## src/rtl/stream_buffer.sv

```systemverilog
// stream_buffer
// -------------
// Small first-word fall-through FIFO between a valid/ready producer and a
// valid/ready consumer. Words pushed into an empty buffer appear on sOut one
// cycle later, and they leave in the order they arrived.
//
// Parameters
//   N      : stream word width in bits
//   DEPTH  : storage capacity in words (power of two, at least 2)
//
// Ports
//   clk        : single clock; all state changes on its rising edge
//   nrst       : asynchronous active-low reset
//   sIn        : upstream word
//   sIn_valid  : sIn carries a word this cycle
//   sIn_ready  : buffer can accept a word this cycle
//   sOut       : head word (0 while the buffer is empty)
//   sOut_valid : sOut carries a word
//   sOut_ready : consumer takes sOut this cycle
//   flush      : synchronous discard of all buffered words
//   count      : number of buffered words, 0..DEPTH
module stream_buffer #(
  parameter int N     = 8,
  parameter int DEPTH = 4
) (
  input  logic                     clk,
  input  logic                     nrst,
  input  logic [N-1:0]             sIn,
  input  logic                     sIn_valid,
  output logic                     sIn_ready,
  output logic [N-1:0]             sOut,
  output logic                     sOut_valid,
  input  logic                     sOut_ready,
  input  logic                     flush,
  output logic [$clog2(DEPTH):0]   count
);

  localparam int AW = $clog2(DEPTH);
  localparam int CW = AW + 1;
  localparam logic [CW-1:0] FULL = CW'(DEPTH);

  // Storage is deliberately left without a reset; sOut is masked while the
  // buffer is empty so stale contents never leak out.
  logic [N-1:0]  mem_q [DEPTH];

  logic [AW-1:0] rdPtr_q, rdPtr_d;
  logic [AW-1:0] wrPtr_q, wrPtr_d;
  logic [CW-1:0] count_q, count_d;

  logic doPush;
  logic doPop;

  // Handshake flags are derived from registered state only, so sOut_ready
  // never reaches sIn_ready combinationally. A full buffer refuses a push
  // even when a pop happens in the same cycle.
  assign sIn_ready  = (count_q < FULL);
  assign sOut_valid = (count_q != '0);
  assign sOut       = sOut_valid ? mem_q[rdPtr_q] : '0;
  assign count      = count_q;

  assign doPush = sIn_valid && sIn_ready;
  assign doPop  = sOut_valid && sOut_ready;

  // Next-state computation. Flush wins over any push or pop. Pointers are
  // exactly AW bits wide, so wrapping modulo DEPTH falls out of the
  // arithmetic with no special case.
  always_comb begin
    rdPtr_d = rdPtr_q;
    wrPtr_d = wrPtr_q;
    count_d = count_q;
    if (flush) begin
      rdPtr_d = '0;
      wrPtr_d = '0;
      count_d = '0;
    end else begin
      if (doPush) begin
        wrPtr_d = wrPtr_q + AW'(1);
      end
      if (doPop) begin
        rdPtr_d = rdPtr_q + AW'(1);
      end
      if (doPush && !doPop) begin
        count_d = count_q + CW'(1);
      end else if (doPop && !doPush) begin
        count_d = count_q - CW'(1);
      end
    end
  end

  // Control state with asynchronous reset; reset throws away whatever was
  // buffered so the first push afterwards is the first word read.
  always_ff @(posedge clk or negedge nrst) begin
    if (!nrst) begin
      rdPtr_q <= '0;
      wrPtr_q <= '0;
      count_q <= '0;
    end else begin
      rdPtr_q <= rdPtr_d;
      wrPtr_q <= wrPtr_d;
      count_q <= count_d;
    end
  end

  // Data storage write port; a flushed cycle drops the offered word.
  always_ff @(posedge clk) begin
    if (doPush && !flush) begin
      mem_q[wrPtr_q] <= sIn;
    end
  end

endmodule

```

## config.mk

```make
export PLATFORM = sky130hd
export DESIGN_NAME = stream_buffer
export DESIGN_NICKNAME = d
export VERILOG_FILES = /design/src/rtl/stream_buffer.sv
export SDC_FILE = /design/constraint.sdc
export NUM_CORES = 1
export LEC_CHECK = 0
export CORE_UTILIZATION = 40
export CTS_CLUSTER_DIAMETER = 100
export DETAILED_ROUTE_END_ITERATION = 10
export GPL_ROUTABILITY_DRIVEN = 0
export GPL_TIMING_DRIVEN = 1
export PLACE_DENSITY_LB_ADDON = 0.1
export SLEW_MARGIN = 20
export SYNTH_ARGS = -nofsm -noshare
export SYNTH_HDL_FRONTEND = slang
export SYNTH_SLANG_ARGS = --single-unit
```

## constraint.sdc

```tcl
create_clock -name clk -period 4.88 [get_ports clk]
set_clock_uncertainty 0.1 [all_clocks]
set_input_delay 0.732 -clock clk [delete_from_list [all_inputs] [get_ports clk]]
set_output_delay 0.732 -clock clk [all_outputs]
set_load 0.05 [all_outputs]
```

==> results.json <==
{
  "outcome": "complete, but fails checks",
  "violations": "DRC",
  "core_area_um2": 4350,
  "die-area_um2": 4830,
  "yosys-top-cells-count": "edfxtp_1 (32), and2_2 (8), dfrtp_1 (7), nor2_1 (7), mux4_1 (6)",
  "r2r-start": "count[2]",
  "area_growth_pct": 20.7,
  "min_from": "wrPtr_q[1]",
  "setup_viol": 0,
  "maxCapViolCount": 0,
  "ys_ff_latch": 39,
  "clockBufferDepth": 2,
  "stdcell_area_um2": 2200,
  "cts_hold_buf": 0,
  "crit_type": "reg2out",
  "worstPathArrival_ps": 2530,
  "max_freq_mhz": 297,
  "ant_nets": 0,
  "synth.distinct_cells": 31,
  "numPortBuffers": 25,
  "synth_area_um2": 1820,
  "slowest_stage": "dfrtp_1",
  "end_kind": "output port",
  "crit_start": "rdPtr_q[0]",
  "vdd_drop_max_uv": 310,
  "dieHeight_um": 69.5,
  "drc": 1,
  "nNetsFinal": 155,
  "fillers": 357,
  "synth_area_per_cell_um2": 16.4,
  "clkSinkCount": 39,
  "fin_ws_ps": 1520,
  "synth_area_leaders": "edfxtp_1 (53%), dfrtp_1 (9.6%), mux4_1 (8.7%)",
  "design.portCount": 26,
  "final-max-slew-violation-count": 0,
  "drive_above_1_share_pct": 15.9,
  "synth_compound_area_share_pct": 3.91,
  "finalCritPeriodShare_pct": 68.9,
  "synth_top_family_by_area": "multiplexers",
  "dpl.hpwl_um": 1980,
  "synth_mux_area_share_pct": 11.7,
  "yosys.area_share.simple_pct": 10.3,
  "synth_top_cell_by_area": "edfxtp_1",
  "htree_num_levels": 2,
  "routed_wl_um": 2940,
  "hp-class": "reg2reg",
  "yosys.cell_count.top_type": "edfxtp_1",
  "post_cts_buffers": 0,
  "synthCells": 111,
  "overflow": 0,
  "start_util_pct": 41.8,
  "grt_start_max_net_pins": 14,
  "ys_warn_count": 0,
  "hold_viol_final": 0,
  "p_leak_nw": 0.781,
  "worst_slew_pin_slew_ps": 604,
  "place_ws_ps": 1810,
  "synth_edf_count": 32,
  "ys_async_sr_fraction_pct": 17.9,
  "required_ps": 4050,
  "rsz0062_at_grt": "no",
  "cp_cell_sequence": "mux4_1 -> and2_2 -> clkdlybuf4s50_1",
  "yosysSeqAreaShare_pct": 62.4,
  "worst-path-buf-inv": 1,
  "ys.flop_type": "edfxtp_1",
  "drtIter0Drc": 38,
  "grt_pass1_vias": 975,
  "synth_xor_area_share_pct": 2.82,
  "power_density_nw_per_um2": 506,
  "ctsResizeCount": 0,
  "via_per_inst": 5.06,
  "syn_nets": 129,
  "worstSkewPairLatency_ps": 280,
  "critPathMaxFanout": 10,
  "antenna_cells": 0,
  "cts-root-buf": "clkbuf_8",
  "slew_headroom_pct": 59.7,
  "clkTransAtPathRegs_ps": 70,
  "cpLargestDelayFamily": "flip-flops",
  "grt_usage_pct": 14.3,
  "synth_adder_area_share_pct": 3.85,
  "wl_per_cell_um": 15.5,
  "rows": 24,
  "grt_pass1_wl_um": 5010,
  "cts_tree": "built",
  "first_pass_iters": 7,
  "setup_tns_ps": 0,
  "synth_top_area_share_pct": 52.7,
  "cpPeakStageDelay_ps": 730,
  "post-route-min-period_ps": 3360,
  "antenna_found_initial": 0,
  "vias": 962,
  "die_w_um": 69.5,
  "dpl_cell_area_um2": 2060,
  "totalPowerFinal_mw": 1.11,
  "cts_made_buffers": 5,
  "start_kind": "register"
}
-- cell usage in the layout, fill, tap and decap left out, drive strengths merged --
cell / synthesis / routed
fa: 1 / 1
mux4: 8 / 8
a2bb2oi: 1 / 1
a21o: 1 / 1
a32oi: 1 / 1
nor2: 7 / 7
and2: 12 / 12
nand2b: 1 / 1
o21ai: 3 / 3
bufinv: 0 / 2
and2b: 1 / 1
o21a: 1 / 1
a21oi: 3 / 3
inv: 5 / 5
xor2: 3 / 3
a311oi: 1 / 1
dfrtp: 7 / 7
or3: 1 / 1
xnor2: 2 / 2
nand3: 2 / 2
clkinvlp: 0 / 1
or3b: 1 / 1
mux2i: 1 / 1
nand2: 6 / 6
ha: 4 / 4
edfxtp: 32 / 32
clkdlybuf4s50: 0 / 25
clkbuf: 2 / 5
-- path summary, 6_finish.rpt --
kind                         endpoint  slack, ps  cells after the start
min in group asynchronous    count[2]        620                      1
max in group asynchronous  rdPtr_q[1]       3810                      1
setup reg to reg             count[1]       3000                      5
hold / removal             wrPtr_q[1]        490                      2
setup / recovery              sOut[3]       1520                      3
hold reg to reg            wrPtr_q[1]        490                      2
-- where the power goes --
part           switching [mW]  internal, mW  total (mW)
clock                   0.108         0.204       0.312
combinational           0.223         0.158       0.381
sequential             0.0354         0.385       0.421
total                   0.367         0.747        1.11
-- cells by family (layout without fill, tap and decap cells) --
| kind of cell | Yosys count | in the layout |
|---|---|---|
| buf+inv | 11 | 38 |
| fa+ha+maj | 5 | 5 |
| xor+xnor | 5 | 5 |
| mux | 9 | 9 |
| flops | 39 | 39 |
| simple gates | 31 | 31 |
| compound gates | 11 | 11 |
-- per-stage QoR --
step / hold slack, ps / utilization [%] / instances
floorplan: 336 / - / 111
global placement: 459 / 47.4 / 182
detailed placement: 471 / 47.4 / 182
CTS: 482 / 50.5 / 190
global route: 543 / 50.5 / 190
finish: 485 / 50.5 / 190
-- worst reg2reg max path, cell delays in order (launching register included) --
cell       delay (ps)
dfrtp_1           460
nand2b_1          240
nor2_1            150
fa_1              420
a2bb2oi_1         150
a311oi_1          250
-- per-layer routing --
metal	vias to the layer above	wire length, µm	global-route usage (%)
met5	-	0	0
met4	0	20	5.44
met3	2	103	5.23
met2	23	1550	24.8
met1	476	1270	15.8
li1	461	-	-
-- layout make-up --
| class | count | area (µm²) | share of cell area [%] |
|---|---|---|---|
| multi-input combinational | 61 | 593 | 27.0 |
| tap | 52 | 65.1 | 2.96 |
| clock inverter | 3 | 67.6 | 3.07 |
| timing repair buffer | 25 | 250 | 11.4 |
| clock buffer | 5 | 68.8 | 3.13 |
| inverter | 5 | 18.8 | 0.853 |
| sequential | 39 | 1140 | 51.6 |
-- registers in the layout, summed over array words and instances, names as in the netlist --
register	count
wrPtr_q	2
mem_q	32
rdPtr_q	2
count	3
No activity file was read; power rests on OpenSTA's default activity.
